===== config.mk =====
export PLATFORM = sky130hd
export DESIGN_NAME = tuple_job_ctrl_flat
export DESIGN_NICKNAME = d
export VERILOG_FILES = /design/src/rtl/tuple_sum_pkg.sv /design/src/rtl/tuple_job_ctrl_if.sv /design/src/rtl/tuple_fifo.sv /design/src/rtl/tuple_job_ctrl.sv /design/src/flat_wrapper.sv
export SDC_FILE = /design/constraint.sdc
export NUM_CORES = 1
export LEC_CHECK = 0
export ABC_CLOCK_PERIOD_IN_PS = 4600
export CELL_PAD_IN_SITES_DETAIL_PLACEMENT = 1
export CELL_PAD_IN_SITES_GLOBAL_PLACEMENT = 2
export CORE_UTILIZATION = 46
export CTS_CLUSTER_DIAMETER = 30
export DETAILED_ROUTE_END_ITERATION = 8
export HOLD_SLACK_MARGIN = 0.06
export PLACE_DENSITY_LB_ADDON = 0.1
export SYNTH_ARGS = -nofsm -noshare
export SYNTH_HDL_FRONTEND = slang
export SYNTH_HIERARCHICAL = 1
export SYNTH_SLANG_ARGS = --single-unit
export TNS_END_PERCENT = 5

===== constraint.sdc =====
create_clock -name clk -period 4.6 [get_ports clk]
set_clock_uncertainty 0.05 [all_clocks]
set_input_delay 1.15 -clock clk [delete_from_list [all_inputs] [get_ports clk]]
set_output_delay 1.15 -clock clk [all_outputs]
set_load 0.05 [all_outputs]

===== src/rtl/tuple_sum_pkg.sv =====
// Shared types for the zero-sum triplet solver job sequencer.
package tuple_sum_pkg;

  localparam int unsigned TUPLE_W = 8;

  // One solver result. Packed as {t1, t2, t3}, so t1 occupies the most significant byte.
  typedef struct packed {
    logic [TUPLE_W-1:0] t1;
    logic [TUPLE_W-1:0] t2;
    logic [TUPLE_W-1:0] t3;
  } tuple_t;

  typedef enum logic [2:0] {
    ST_IDLE = 3'd0,
    ST_SRST = 3'd1,
    ST_RUN  = 3'd2,
    ST_ACK  = 3'd3,
    ST_WLOW = 3'd4,
    ST_DONE = 3'd5
  } job_state_e;

  // True when the three fields add up to zero modulo 2^TUPLE_W.
  function automatic logic tuple_sum_zero(input tuple_t t);
    logic [TUPLE_W-1:0] s;
    s = t.t1 + t.t2 + t.t3;
    return s == '0;
  endfunction

endpackage


===== src/rtl/tuple_job_ctrl_if.sv =====
// Tuple handshake bundle: solver valid/ack in, FWFT tuple stream out.
// The master modport is the job controller; the slave modport is the solver plus consumer side.
interface tuple_job_ctrl_if;
  import tuple_sum_pkg::*;

  logic               solver_valid;
  logic [TUPLE_W-1:0] solver_t1;
  logic [TUPLE_W-1:0] solver_t2;
  logic [TUPLE_W-1:0] solver_t3;
  logic               solver_ack;

  logic               out_valid;
  logic               out_ready;
  logic [TUPLE_W-1:0] out_t1;
  logic [TUPLE_W-1:0] out_t2;
  logic [TUPLE_W-1:0] out_t3;

  modport master (
    input  solver_valid, solver_t1, solver_t2, solver_t3, out_ready,
    output solver_ack, out_valid, out_t1, out_t2, out_t3
  );

  modport slave (
    output solver_valid, solver_t1, solver_t2, solver_t3, out_ready,
    input  solver_ack, out_valid, out_t1, out_t2, out_t3
  );

endinterface


===== src/rtl/tuple_fifo.sv =====
// Synchronous first-word-fall-through tuple FIFO. DEPTH must be a power of two.
module tuple_fifo
  import tuple_sum_pkg::*;
#(
  parameter int unsigned DEPTH = 16
) (
  input  logic   clk,
  input  logic   reset,
  input  logic   push,
  input  tuple_t push_data,
  input  logic   pop,
  output tuple_t head,
  output logic   full,
  output logic   empty
);

  localparam int unsigned AW = (DEPTH > 1) ? $clog2(DEPTH) : 1;
  localparam int unsigned CW = AW + 1;

  tuple_t        mem [DEPTH];
  logic [AW-1:0] wr_ptr;
  logic [AW-1:0] rd_ptr;
  logic [CW-1:0] count;
  logic          do_push;
  logic          do_pop;

  assign full    = (count == CW'(DEPTH));
  assign empty   = (count == '0);
  assign do_push = push && !full;
  assign do_pop  = pop && !empty;
  assign head    = mem[rd_ptr];

  // Storage write; contents are not reset, because only the pointers define validity.
  always_ff @(posedge clk) begin
    if (do_push) mem[wr_ptr] <= push_data;
  end

  // Pointers wrap naturally at the power-of-two depth.
  always_ff @(posedge clk) begin
    if (reset) begin
      wr_ptr <= '0;
      rd_ptr <= '0;
      count  <= '0;
    end else begin
      if (do_push) wr_ptr <= wr_ptr + 1'b1;
      if (do_pop)  rd_ptr <= rd_ptr + 1'b1;
      case ({do_push, do_pop})
        2'b10:   count <= count + 1'b1;
        2'b01:   count <= count - 1'b1;
        default: count <= count;
      endcase
    end
  end

endmodule


===== src/rtl/tuple_job_ctrl.sv =====
// Job sequencer for one zero-sum triplet solver. It resets and sizes the solver, collects
// acked tuples into a FIFO, ends the job after a quiet window, and reports the tuple count.
// Optional build macro TUPLE_JOB_SUMCHECK_EN: drop tuples whose fields do not sum to zero
// modulo 256, and flag them on a sticky sum_err output.
module tuple_job_ctrl
  import tuple_sum_pkg::*;
#(
  parameter int unsigned RST_CYCLES   = 4,
  parameter int unsigned QUIET_CYCLES = 320,
  parameter int unsigned FIFO_DEPTH   = 16
) (
  input  logic               clk,
  input  logic               reset,
  input  logic               start,
  input  logic [TUPLE_W-1:0] job_size,
  output logic               busy,
  output logic               done,
  output logic [TUPLE_W-1:0] tuple_count,
  output logic               solver_reset,
  output logic [TUPLE_W-1:0] solver_size,
`ifdef TUPLE_JOB_SUMCHECK_EN
  output logic               sum_err,
`endif
  tuple_job_ctrl_if.master   bus
);

  localparam int unsigned RST_W   = $clog2(RST_CYCLES);
  localparam int unsigned QUIET_W = $clog2(QUIET_CYCLES + 1);
  localparam logic [TUPLE_W-1:0] COUNT_MAX = '1;

  job_state_e         state;
  logic [RST_W-1:0]   rst_cnt;
  logic [QUIET_W-1:0] quiet_cnt;
  tuple_t             in_tuple;
  tuple_t             head_tuple;
  logic               fifo_full;
  logic               fifo_empty;
  logic               sum_ok;
  logic               push;
  logic               pop;

  assign in_tuple = {bus.solver_t1, bus.solver_t2, bus.solver_t3};

`ifdef TUPLE_JOB_SUMCHECK_EN
  assign sum_ok = tuple_sum_zero(in_tuple);
`else
  assign sum_ok = 1'b1;
`endif

  // Push on the same edge that valid is first seen in RUN; the FSM leaves RUN at that edge.
  assign push = (state == ST_RUN) && bus.solver_valid && sum_ok && !fifo_full;
  assign pop  = !fifo_empty && bus.out_ready;

  tuple_fifo #(.DEPTH(FIFO_DEPTH)) u_fifo (
    .clk       (clk),
    .reset     (reset),
    .push      (push),
    .push_data (in_tuple),
    .pop       (pop),
    .head      (head_tuple),
    .full      (fifo_full),
    .empty     (fifo_empty)
  );

  assign bus.out_valid = !fifo_empty;
  assign bus.out_t1    = head_tuple.t1;
  assign bus.out_t2    = head_tuple.t2;
  assign bus.out_t3    = head_tuple.t3;

  // Job FSM with registered control outputs; done and solver_ack default to low every cycle.
  always_ff @(posedge clk) begin
    if (reset) begin
      state        <= ST_IDLE;
      busy         <= 1'b0;
      done         <= 1'b0;
      tuple_count  <= '0;
      solver_reset <= 1'b1;
      solver_size  <= '0;
      bus.solver_ack <= 1'b0;
      rst_cnt      <= '0;
      quiet_cnt    <= '0;
`ifdef TUPLE_JOB_SUMCHECK_EN
      sum_err      <= 1'b0;
`endif
    end else begin
      done           <= 1'b0;
      bus.solver_ack <= 1'b0;
      unique case (state)
        ST_IDLE: begin
          solver_reset <= 1'b1;
          if (start) begin
            solver_size <= job_size;
            tuple_count <= '0;
            busy        <= 1'b1;
            rst_cnt     <= '0;
            state       <= ST_SRST;
`ifdef TUPLE_JOB_SUMCHECK_EN
            sum_err     <= 1'b0;
`endif
          end
        end
        ST_SRST: begin
          if (rst_cnt == RST_W'(RST_CYCLES - 1)) begin
            solver_reset <= 1'b0;
            quiet_cnt    <= '0;
            state        <= ST_RUN;
          end else begin
            rst_cnt <= rst_cnt + 1'b1;
          end
        end
        ST_RUN: begin
          if (bus.solver_valid) begin
            quiet_cnt <= '0;
            if (!sum_ok) begin
`ifdef TUPLE_JOB_SUMCHECK_EN
              sum_err <= 1'b1;
`endif
              bus.solver_ack <= 1'b1;
              state          <= ST_ACK;
            end else if (!fifo_full) begin
              if (tuple_count != COUNT_MAX) tuple_count <= tuple_count + 1'b1;
              bus.solver_ack <= 1'b1;
              state          <= ST_ACK;
            end
          end else if (quiet_cnt == QUIET_W'(QUIET_CYCLES - 1)) begin
            done         <= 1'b1;
            solver_reset <= 1'b1;
            state        <= ST_DONE;
          end else begin
            quiet_cnt <= quiet_cnt + 1'b1;
          end
        end
        ST_ACK: begin
          state <= ST_WLOW;
        end
        ST_WLOW: begin
          // Hold off until the solver drops valid, so a tuple is never taken twice.
          if (!bus.solver_valid) begin
            quiet_cnt <= '0;
            state     <= ST_RUN;
          end
        end
        ST_DONE: begin
          busy  <= 1'b0;
          state <= ST_IDLE;
        end
        default: begin
          state <= ST_IDLE;
        end
      endcase
    end
  end

endmodule

===== src/flat_wrapper.sv =====
// flat-port wrapper written by rule: the top's interface ports become plain ports
module tuple_job_ctrl_flat import tuple_sum_pkg::*;
#(
  parameter int unsigned RST_CYCLES   = 4,
  parameter int unsigned QUIET_CYCLES = 320,
  parameter int unsigned FIFO_DEPTH   = 16
)
  (clk, reset, start, job_size, busy, done, tuple_count, solver_reset, solver_size, bus_solver_valid, bus_solver_t1, bus_solver_t2, bus_solver_t3, bus_out_ready, bus_solver_ack, bus_out_valid, bus_out_t1, bus_out_t2, bus_out_t3);
  tuple_job_ctrl_if bus_i ();
  input  logic clk;
  input  logic reset;
  input  logic start;
  input  logic [TUPLE_W-1:0] job_size;
  output logic busy;
  output logic done;
  output logic [TUPLE_W-1:0] tuple_count;
  output logic solver_reset;
  output logic [TUPLE_W-1:0] solver_size;
  input wire logic [$bits(bus_i.solver_valid)-1:0] bus_solver_valid;
  input wire logic [$bits(bus_i.solver_t1)-1:0] bus_solver_t1;
  input wire logic [$bits(bus_i.solver_t2)-1:0] bus_solver_t2;
  input wire logic [$bits(bus_i.solver_t3)-1:0] bus_solver_t3;
  input wire logic [$bits(bus_i.out_ready)-1:0] bus_out_ready;
  output wire logic [$bits(bus_i.solver_ack)-1:0] bus_solver_ack;
  output wire logic [$bits(bus_i.out_valid)-1:0] bus_out_valid;
  output wire logic [$bits(bus_i.out_t1)-1:0] bus_out_t1;
  output wire logic [$bits(bus_i.out_t2)-1:0] bus_out_t2;
  output wire logic [$bits(bus_i.out_t3)-1:0] bus_out_t3;
  assign bus_i.solver_valid = bus_solver_valid;
  assign bus_i.solver_t1 = bus_solver_t1;
  assign bus_i.solver_t2 = bus_solver_t2;
  assign bus_i.solver_t3 = bus_solver_t3;
  assign bus_i.out_ready = bus_out_ready;
  assign bus_solver_ack = bus_i.solver_ack;
  assign bus_out_valid = bus_i.out_valid;
  assign bus_out_t1 = bus_i.out_t1;
  assign bus_out_t2 = bus_i.out_t2;
  assign bus_out_t3 = bus_i.out_t3;
  tuple_job_ctrl #(.RST_CYCLES(RST_CYCLES), .QUIET_CYCLES(QUIET_CYCLES), .FIFO_DEPTH(FIFO_DEPTH)) u_core (.clk(clk), .reset(reset), .start(start), .job_size(job_size), .busy(busy), .done(done), .tuple_count(tuple_count), .solver_reset(solver_reset), .solver_size(solver_size), .bus(bus_i));
endmodule

==> flow_summary.rst <==
.. list-table::
   :header-rows: 1

   * - Metric
     - Value
   * - Run status
     - finished, final reports clean
   * - Hold wc startpoint
     - u_core/solver_size[5]
   * - Post-CTS resize count
     - 0
   * - Wire length of the first global-routing pass
     - 59910 um
   * - Total standard cell area after synthesis
     - between 0.015 and 0.02 mm^2
   * - Post-Synthesis Cells
     - between 900 and 1000
   * - DRC
     - 0
   * - Cells along the critical path
     - buf_12 -> mux4_2 -> a22oi_1 -> nand2_1 -> clkdlybuf4s50_1
   * - Max-Slew Margin vs Limit
     - 42.18%
   * - TritonCTS clock tree
     - yes
   * - Pins over their slew limit
     - 0
   * - Average instance area after synthesis
     - 18.50 um^2
   * - Compound-gate portion of the synthesized area
     - 5.103%
   * - Slowest cell delay on critical path
     - roughly 0.76 ns
   * - Remaining global-route overflow
     - 0
   * - Time the worst path needs with I/O delays and setup
     - approximately 4.4 ns
   * - Routability cong.
     - between 0.7 and 0.8
   * - Setup Viol. Count Final
     - 0
   * - Area added between synthesis and finish
     - 26.79%
   * - Final hold slack
     - roughly 0.4 ns
   * - Final Routed Wirelength
     - around 39000 um
   * - Initial antenna violation count
     - 0
   * - Capture instance of the worst register-to-register path
     - u_core/u_fifo/count[4]
   * - Post-Synthesis Net Count
     - slightly below 1000
   * - Row Count
     - 70
   * - Slowest cell on the critical path
     - clkdlybuf4s50_1
   * - Net Switching
     - approximately 2200 uW
   * - Power Dens Cells
     - about 500 mW/mm^2
   * - Highest clock frequency the design can meet
     - around 230 MHz
   * - Total of hold buffers inserted after clock tree synthesis
     - 0
   * - Post-synthesis cell type count
     - 65
   * - Simple-gate share of the synthesized area
     - ~5.2%
   * - R2r startpoint
     - u_core/u_fifo/count[1]
   * - Worst-skew pair later-pin latency
     - around 0.6 ns
   * - Fraction of synthesized area in multiplexers
     - approximately an eighth
   * - Number of post-CTS setup repair buffers
     - 0
   * - Fraction of power consumed by sequential logic
     - between 40% and 50%
   * - Portion of total power attributed to the clock network
     - between 50% and 60%
   * - Number of nets with antenna violations after routing
     - 0
   * - Seq cells post-synth
     - 435
   * - YS warnings
     - 6
   * - Area of the core
     - about 0.037 mm^2
   * - Share of synthesized registers carrying an async set or reset
     - 0%
   * - Dominant combinational cell family by area after synthesis
     - multiplexers
   * - Cell count of the worst reg-to-reg path
     - 13
   * - Sequential element share of the synthesized area
     - 73.66%
   * - Top fanout value on the critical path
     - 24
   * - First-pass DRT Iterations
     - 5
   * - Capturing element type of the critical path
     - primary output
   * - LEAKAGE
     - between 0.007 and 0.008 uW
   * - Adder-cell area share of the yosys netlist
     - less than 1%
   * - Drt wl/cell
     - ~24 um
   * - Post-synth EDFFs
     - around 380
   * - Final core area utilization
     - between 50% and 60%
   * - Number of H-tree levels
     - 3
   * - Cell depth of the worst min-delay path
     - 2
   * - Clock tree buffer depth
     - 3
   * - Required time of the worst setup path
     - 3.40 ns
   * - Layout cell share with drive strength beyond 1
     - roughly a quarter
   * - Detailed-route via count
     - 9129
   * - Estimated wirelength of the detail-placed design
     - about 20000 um
   * - Switching power as a share of total power
     - around a fifth
   * - Worst hold path class
     - reg2reg
   * - Initial Utilization
     - 46.66%
   * - Vias in the first global route
     - approximately 9900
   * - Internal reg-to-reg setup slack
     - 1.01 ns
   * - Final worst path period share
     - a little over nine tenths
   * - Cell internal power dissipation
     - 8502 uW
   * - Die width
     - between 150 and 200 um
   * - Root cell of the clock tree
     - clkbuf_16
   * - Diode count
     - 0
   * - Startpoint Class
     - flip-flop
   * - Clock slew at reported path FFs
     - around 0.040 ns
   * - Post-route total power
     - ~11000 uW
   * - Unrepaired setup endpoints after global routing
     - false
   * - Terminating pin of the worst hold path
     - u_core/solver_size[5]
   * - Post-synthesis xor/xnor area fraction
     - 0.4626%
   * - Crit path arrival time
     - approximately 3.2 ns
   * - Number of buffers inserted by port buffering
     - 81
   * - Largest vdd supply drop
     - around 300 uV
   * - Max-cap check violation count
     - 0
   * - Count of buffering cells on the critical path with inverters included
     - 2
   * - CTS Buf Count
     - 87
   * - Combinational group share of total power
     - around 1.5%
   * - Vias per Instance
     - ~5.7
   * - Largest net degree at the start of global routing
     - 46
   * - Top flip-flop cell by instance count after synthesis
     - edfxtp_1
   * - Initial DRC Count
     - 510
   * - All-Layer GR Usage
     - a little over a fifth
   * - Floorplan die area
     - 0.03782 mm^2
   * - Setup TNS Final
     - 0 ns
   * - Total number of clock tree sinks
     - approximately 440
   * - Net count, final
     - ~1100
   * - Final-report hold violation count
     - 0
   * - WS Path Type
     - reg2out
   * - Cell family with the largest share of critical-path delay
     - buffers and inverters
   * - Height of the chip
     - between 150 and 200 um
   * - Slew of the pin with the lowest slew margin
     - between 0.8 and 0.9 ns
   * - IO Count
     - just over 80
## cell usage in the layout (no fill, tap or decap), drive strengths merged, types with 15 or more instances in the layout
cell	n
inv	22
clkbuf	102
nand2	55
clkdlybuf4s50	80
nand3	15
clkinv	29
edfxtp	384
a21oi	29
buf	29
o21ai	15
nor2	51
mux4	96
a22oi	49
dfxtp	51
## synth_stat cells, types with 3 or more instances
| library cell | instances | share of area [%] |
|---|---|---|
| edfxtp_1 | 384 | 68 |
| nand2b_1 | 5 | 0.18 |
| nor3_1 | 11 | 0.32 |
| a21oi_1 | 29 | 0.85 |
| buf_2 | 9 | 0.26 |
| nand2_1 | 55 | 1.2 |
| xor2_1 | 8 | 0.41 |
| and3_1 | 8 | 0.29 |
| clkbuf_1 | 28 | 0.62 |
| nor2b_1 | 3 | 0.11 |
| nand4_1 | 5 | 0.18 |
| inv_1 | 13 | 0.29 |
| nand3b_1 | 3 | 0.13 |
| dfxtp_1 | 51 | 6.0 |
| o21ai_0 | 13 | 0.38 |
| mux4_2 | 96 | 13 |
| buf_6 | 4 | 0.26 |
| buf_4 | 4 | 0.18 |
| mux2i_1 | 4 | 0.23 |
| a31oi_1 | 7 | 0.26 |
| nand3_1 | 15 | 0.44 |
| or3_1 | 3 | 0.11 |
| a22oi_1 | 49 | 2.2 |
| nor2_1 | 51 | 1.1 |
| ha_1 | 11 | 0.81 |
| buf_1 | 5 | 0.11 |
## registers in the layout, summed over array words and instances, names as in the netlist, named ones only
name                   count
u_core/bus.solver_ack      1
u_core/busy                1
u_core/done                1
u_core/quiet_cnt           9
u_core/rst_cnt             2
u_core/solver_reset        1
u_core/solver_size         8
u_core/state               3
u_core/tuple_count         8
u_core/u_fifo/count        5
u_core/u_fifo/mem        384
u_core/u_fifo/rd_ptr       4
u_core/u_fifo/wr_ptr       4
## power by group through the flow
stage                     clock network (uW)  registers, uW  logic (uW)
after floorplan                            0           4410        45.1
after global placement                     0           4390         163
after detailed placement                   0           4390         167
after CTS                               6360           4320         167
after global routing                    6540           4320         181
final                                   6250           4320         164
## area by class of cell
class                   instances  area (um^2)
clock buffers                 102         2233
clock inverters                60        740.7
fillers                      3187        14920
inverters                      13        48.80
multi-input cells             422         4308
flip-flops and latches        435        12560
well taps                     468        585.6
repair buffers                109         1129
## logic make-up (layout without fill, tap and decap cells)
family                     count (synthesis)  count (layout)
xor gates and xnor gates                   9               9
DFF                                      435             435
adders and majority gates                 11              11
and+or+nand+nor                          177             177
AOI/OAI and AO/OA                        124             124
muxes                                    101             101
buffers and inverters                     64             284
## worst min-delay path, stage by stage, from the launching register on
cell	delay, ns
dfxtp_1	0.30
nand2_1	0.05
a21oi_1	0.05
## worst max-delay path by stage
stage                startpoint                       to  slack [ns]  cells past startpoint
2_1_floorplan  bus_solver_valid  u_core/u_fifo/mem[0][0]        0.71                      5
3_3_place_gp   bus_solver_valid   u_core/u_fifo/count[4]        0.54                     11
3_5_place_dp   bus_solver_valid   u_core/u_fifo/count[4]        0.51                     11
4_1_cts               flip-flop            bus_out_t1[2]        0.15                      5
5_1_grt               flip-flop            bus_out_t1[0]        0.05                      5
6_report              flip-flop            bus_out_t1[6]        0.23                      5
## metal layers
| layer | vias up | GRT usage (%) | routed length, um |
|---|---|---|---|
| met5 | - | 0 | 0 |
| met3 | 58 | 4.668 | 2039 |
| met2 | 220 | 35.44 | 19760 |
| li1 | 4065 | - | - |
| met1 | 4786 | 28.36 | 16770 |
| met4 | 0 | 7.525 | 706 |
## per-stage QoR
step / setup slack (ns) / cells / instance area, um^2
floorplan: 0.7068 / 921 / 17040
global placement: 0.5388 / 1447 / 18630
detailed placement: 0.5079 / 1447 / 18630
CTS: 0.1527 / 1609 / 21600
global route: 0.05272 / 1609 / 21600
finish: 0.2323 / 1609 / 21600
Note: power is estimated with default switching activity, not from simulation.
